**src/rtl/seq_booth_multiplier.sv**
```systemverilog
`default_nettype none
// ============================================================================
// Module      : seq_booth_multiplier
// Description : Sequential radix-2 Booth multiplier, WIDTH x WIDTH -> 2*WIDTH,
//               per-operation signed/unsigned mode, start/done handshake.
//               Optional MULT_ZERO_SKIP_EN: zero operands finish without RUN.
// Revision    : 1.0 - initial release
// ============================================================================
module seq_booth_multiplier #(
    parameter int WIDTH = 32
) (
    input  logic                 clk,
    input  logic                 rst,
    input  logic                 start,
    input  logic                 signed_mode,
    input  logic [WIDTH-1:0]     M,
    input  logic [WIDTH-1:0]     Q,
    output logic                 busy,
    output logic                 done,
    output logic [2*WIDTH-1:0]   P
);

    localparam int CW = $clog2(WIDTH + 2);

    localparam logic [1:0] S_IDLE = 2'd0;
    localparam logic [1:0] S_RUN  = 2'd1;
    localparam logic [1:0] S_DONE = 2'd2;

    logic [1:0]         state_q, state_d;
    logic [WIDTH:0]     a_q, a_d;
    logic [WIDTH:0]     m_q, m_d;
    logic [WIDTH:0]     q_q, q_d;
    logic               qm1_q, qm1_d;
    logic [CW-1:0]      cnt_q, cnt_d;
    logic [2*WIDTH-1:0] p_q, p_d;
    logic               busy_q, done_q;

    logic               w_accept;
    logic               w_zero;
    logic [WIDTH:0]     w_m_ext;
    logic [WIDTH:0]     w_q_ext;
    logic [WIDTH:0]     w_sum;
    logic [WIDTH:0]     w_a_shift;
    logic [WIDTH:0]     w_q_shift;

    assign w_accept = start && ((state_q == S_IDLE) || (state_q == S_DONE));
    assign w_m_ext  = signed_mode ? {M[WIDTH-1], M} : {1'b0, M};
    assign w_q_ext  = signed_mode ? {Q[WIDTH-1], Q} : {1'b0, Q};

`ifdef MULT_ZERO_SKIP_EN
    assign w_zero = (M == '0) || (Q == '0);
`else
    assign w_zero = 1'b0;
`endif

    // Booth recoding of {Q[0], q_-1}; sums wrap modulo 2^(WIDTH+1).
    always_comb begin
        case ({q_q[0], qm1_q})
            2'b01:   w_sum = a_q + m_q;
            2'b10:   w_sum = a_q - m_q;
            default: w_sum = a_q;
        endcase
    end

    assign w_a_shift = {w_sum[WIDTH], w_sum[WIDTH:1]};
    assign w_q_shift = {w_sum[0], q_q[WIDTH:1]};

    always_comb begin
        state_d = state_q;
        a_d     = a_q;
        m_d     = m_q;
        q_d     = q_q;
        qm1_d   = qm1_q;
        cnt_d   = cnt_q;
        p_d     = p_q;
        case (state_q)
            S_IDLE, S_DONE: begin
                if (w_accept) begin
                    m_d   = w_m_ext;
                    q_d   = w_q_ext;
                    a_d   = '0;
                    qm1_d = 1'b0;
                    cnt_d = CW'(WIDTH + 1);
                    if (w_zero) begin
                        p_d     = '0;
                        state_d = S_DONE;
                    end else begin
                        state_d = S_RUN;
                    end
                end else begin
                    state_d = S_IDLE;
                end
            end
            S_RUN: begin
                a_d   = w_a_shift;
                q_d   = w_q_shift;
                qm1_d = q_q[0];
                cnt_d = cnt_q - CW'(1);
                // Last step: the extended product's top two bits are redundant.
                if (cnt_q == CW'(1)) begin
                    p_d     = {w_a_shift[WIDTH-2:0], w_q_shift};
                    state_d = S_DONE;
                end
            end
            default: state_d = S_IDLE;
        endcase
    end

    always_ff @(posedge clk or posedge rst) begin
        if (rst) begin
            state_q <= S_IDLE;
            a_q     <= '0;
            m_q     <= '0;
            q_q     <= '0;
            qm1_q   <= 1'b0;
            cnt_q   <= '0;
            p_q     <= '0;
            busy_q  <= 1'b0;
            done_q  <= 1'b0;
        end else begin
            state_q <= state_d;
            a_q     <= a_d;
            m_q     <= m_d;
            q_q     <= q_d;
            qm1_q   <= qm1_d;
            cnt_q   <= cnt_d;
            p_q     <= p_d;
            busy_q  <= (state_d == S_RUN);
            done_q  <= (state_d == S_DONE);
        end
    end

    assign busy = busy_q;
    assign done = done_q;
    assign P    = p_q;

endmodule
`default_nettype wire
```
**config.mk**
```make
export PLATFORM = sky130hd
export DESIGN_NAME = seq_booth_multiplier
export DESIGN_NICKNAME = d
export VERILOG_FILES = /design/src/rtl/seq_booth_multiplier.sv
export SDC_FILE = /design/constraint.sdc
export NUM_CORES = 1
export LEC_CHECK = 0
export ABC_AREA = 1
export CORE_UTILIZATION = 53
export CTS_BUF_LIST = sky130_fd_sc_hd__clkbuf_8
export DETAILED_ROUTE_END_ITERATION = 6
export GPL_TIMING_DRIVEN = 1
export PLACE_DENSITY_LB_ADDON = 0.3
export REMOVE_ABC_BUFFERS = 1
export SETUP_SLACK_MARGIN = 0.1
export SYNTH_ARGS = -nofsm -noshare
export SYNTH_HDL_FRONTEND = slang
export SYNTH_SLANG_ARGS = --single-unit
export TNS_END_PERCENT = 20
```
**constraint.sdc**
```tcl
create_clock -name clk -period 14.9 [get_ports clk]
set_input_delay 2.98 -clock clk [delete_from_list [all_inputs] [get_ports clk]]
set_output_delay 2.98 -clock clk [all_outputs]
set_load 0.01 [all_outputs]
```
## Word level (Yosys, flattened, before mapping)

Index checks and enable logic that the tools add are counted.

| operators by class | value |
|---|---|
| div/mod/pow operators | 0 |
| eq/ne operators | 8 |
| multiply operators | 0 |
| shift-type cells | 0 |
| reductions and logical operators | 8 |
| bitwise logic cells | 0 |
| multiplexer cells | 14 |
| $lt $le $gt $ge | 0 |
| add/subtract/negate cells | 3 |

Operator list:

| kind | count |
|---|---|
| $pmux 33 s2 | 3 |
| $mux 33 | 4 |
| $add 33x33->33 | 1 |
| $sub 33x33->33 | 1 |
| $pmux 6 s2 | 1 |
| $eq 2x1->1 const B | 3 |
| $eq 2x2->1 const B | 3 |
| $eq 6x1->1 const B | 1 |
| $mux 6 | 1 |
| $reduce_and 2->1 | 3 |
| $sub 6x1->6 const B | 1 |
| $pmux 2 s2 | 1 |
| $logic_not 2->1 | 1 |
| $mux 1 | 2 |
| $mux 2 | 1 |
| $ne 2x2->1 const B | 1 |
| $pmux 1 s2 | 1 |
| $reduce_bool 2->1 | 1 |
| $reduce_or 2->1 | 1 |
| $logic_and 1x1->1 | 1 |
| $logic_or 1x1->1 | 1 |

| storage, ports and cells | value |
|---|---|
| input port bits | 68 |
| output and inout bits | 66 |
| bits in latches | 0 |
| register bits after elaboration | 174 |
| logic and storage cells | 42 |
| memories kept | 0 |
| ROM bits | 0 |
| memory bits (writable) | 0 |

## Depth between registers and ports, before layout

| depth | value |
|---|---|
| depth after elaboration | 6 |
| depth in mapped cells | 23 |
| mapped depth without buffers | 23 |

## Worst setup path before layout

Ideal clock, no wire load.

| timing | value |
|---|---|
| path type | input to register |
| from | input start |
| to | register q_q[10] |
| cell stages on the path | 5 |
| path slack | 10.940 ns |
| data required time | 14.758 ns |
| arrival time | 3.818 ns |
| setup time | 0.142 ns |
| path buffers | 2 |
| path through | nand2_1 > nand2_1 > buf_2 > buf_1 > o221ai_1 |

| between the ends | value |
|---|---|
| longest elaborated chain between the ends | 3 |

RTL lines:

| item | line | text |
|---|---|---|
| from (decl) | 14 | `input logic start,` |
| $logic_and 1x1->1 | 46 | `assign w_accept = start && ((state_q == S_IDLE) \|\| (state_q == S_DONE));` |
| $ne 2x2->1 (no line) | - |  |
| $reduce_and 2->1 (no line) | - |  |
| to (signal assigned) | 124 | `q_q <= q_d;` |
| to (decl) | 32 | `logic [WIDTH:0] q_q, q_d;` |

Every way passes these cells.
A chain may end at the register's enable or synchronous reset.

==> results.md <==
- Status: completed
- Fill cells: 1,694
- Fmax: 217 MHz
- Total GRT Usage: 28.1%
- Count leader, synth: nand2_1
- Syn Std Cell Area: 0.0103 mm2
- Reg2Reg Launch Point: qm1_q
- DR WL/cell: 14.6 um
- Clock skew: 17.6 ps
- RSZ-0062 raised after global routing: no
- Crit path launch: rst
- Post-route ant nets: 0
- Post-synth cell types: 44
- Nets: 1,641
- CP bufs+invs: 3
- Row count: 50
- Setup TNS: 0 ps
- Cell count after synthesis: 1,422
- Sequential area share after synthesis: 42.2%
- Final setup viols: 0
- # diodes: 0
- CP Launch Type: primary input
- First-pass GRT wire length: 43.9 mm
- Worst-path clk slew: 100 ps
- HP Class: flip-flop to flip-flop
- Ports: 134
- CTS Buf Count: 17
- Post-CTS Resized: 0
- Die span in y: 141 um
- Seq cells post-synth: 173
- Total number of vias: 9,309
- HP Start: P[57]
- GP Congestion: 0.926
- DRT iter0 DRCs: 554
- Share of the synthesized area in the top cell type: 42.2%
- CP top delay family: buffers and inverters
- Skew-Pair Late Insertion Delay: 490 ps
- Main synth FF type: dfrtp_1
- Hold buffers post-CTS: 0
- CTS tree: yes
- Synth top area cells: dfrtp_1 (42%), nand2_1 (19%), inv_1 (7.5%), ha_1 (4.4%), nand3_1 (4.4%)
- Die width: 141 um
- H-tree depth: 4
- DPL Wire Length: 19.5 mm
- Max FO, Critical Path: 90
- Yosys top cell by area: dfrtp_1
- Pin count of the biggest net entering global routing: 91
- Via density: 5.15
- Crit-path max cell delay: 910 ps
- Slowest-stage cell, CP: buf_4
- Post-route DRC: 0
- Slew headroom: 29.3%
- Critical Path, Cell by Cell: clkdlybuf4s50_1 -> inv_6 -> buf_4
- Critical path class: primary input to asynchronous set/reset pin
- CP Capture Type: asynchronous set/reset pin
- EDFF count, synth: 0
- CTS sink cnt: 173
- Final worst path period need: 4610 ps
- Area growth syn-to-layout: 19.4%
- Worst path arrival time: 5060 ps
- Clock root cell: clkbuf_8
- Final slew viol count: 0
- Share of post-route cells with drive strength above 1: 5.23%
- 1st-pass router iterations: 5
- Die area: 0.0199 mm2
- Grt total ovfl: 0
- Number of global-route vias before repair: 8,919
- Initial Util: 54.4%
- Antenna violations before repair: 0
- Commonest cells in the netlist: nand2_1 (521), inv_1 (206), dfrtp_1 (173)
- Core footprint: 0.0188 mm2
- MaxCap Viol Count: 0
- Average size of a mapped cell: 7.21 um2
- Setup Buffers After CTS: 0
- WP data required: 15,350 ps
- Clock buffer depth: 2
- Final Hold Violating Endpoints: 0
- Port-buffer cells: 133
- Actual slew at the worst max-slew pin: 1060 ps
- Period utilization: 30.9%
- Final wirelength: 26.5 mm
- Synth async-reset ratio: 100%
- Syn. warnings: 0
[flip-flops by register name, summed over array words and instances, names as in the netlist]
name and count:
q_q 33, m_q 33, state_q 2, a_q 32, busy 1, P 64, qm1_q 1, done 1
cnt_q 6
[worst paths after layout]
| check | depth (start not counted) | to | slack [ps] |
|---|---|---|---|
| setup / recovery | 3 | m_q[17] | 10290 |
| hold / removal | 2 | P[57] | 480 |
| setup reg to reg | 18 | a_q[27] | 11120 |
| hold reg to reg | 2 | P[57] | 480 |
| max in group clk | 7 | q_q[32] | 10450 |
| min in group asynchronous | 2 | P[6] | 3020 |
[area by class of cell]
class	instances	area [um2]	area share, %
well taps	260	325	2.66
inverters	219	827	6.76
clock buffers	17	234	1.91
flip-flops and latches	173	4330	35.4
multi-input cells	984	4930	40.2
clock inverters	15	208	1.70
repair buffers	141	1390	11.4
[tightest hold or removal path, delay by kind of cell, from the launching register on]
kind | cells | cell delay [ps]
and+or+nand+nor | 2 | 100
DFF | 1 | 360
[metrics by stage]
stage	utilization (%)	setup WS [ps]	instance area, um2	cells	hold slack (ps)
2_1_floorplan	-	7230	10100	1376	469
3_3_place_gp	62.7	9710	11800	1777	456
3_5_place_dp	62.7	9680	11800	1777	464
4_1_cts	65.0	10200	12200	1809	489
5_1_grt	65.0	9980	12200	1809	502
6_report	65.0	10290	12200	1809	484
[cell usage in the layout, fill, tap and decap left out, types with 7 or more instances in the layout]
cell type	instances
nand2_1	520
inv_1	205
dfrtp_1	173
clkdlybuf4s50_1	133
nand3_1	90
nor2_1	61
o21ai_0	51
o21ai_1	37
ha_1	36
xor2_1	33
o221ai_1	31
a21oi_1	29
clkbuf_8	17
nor3_1	16
or2_2	12
inv_2	11
xnor2_1	11
o211ai_1	10
buf_4	8
nor2_2	7
[routing by layer]
layer / GRT usage (%) / share of wire, % / vias to the layer above
li1: - / - / 4705
met1: 38.3 / 46 / 4289
met2: 44.9 / 46 / 284
met3: 6.73 / 7.0 / 31
met4: 7.21 / 1.4 / 0
met5: 0 / 0 / -
[cell families (layout without fill, tap and decap cells)]
| group | count (synthesis) | count (layout) | synth area share [%] |
|---|---|---|---|
| simple gates | 726 | 726 | 29.1 |
| buf+inv | 265 | 392 | 9.82 |
| flops | 173 | 173 | 42.2 |
| compound gates | 173 | 173 | 10.1 |
| mux | 4 | 4 | 0.391 |
| fa+ha+maj | 37 | 37 | 4.59 |
| xor+xnor | 44 | 44 | 3.76 |
Power is left out: the tool's default activity adds up to more than one toggle a clock period on the data nets, which glitch-free logic cannot reach.
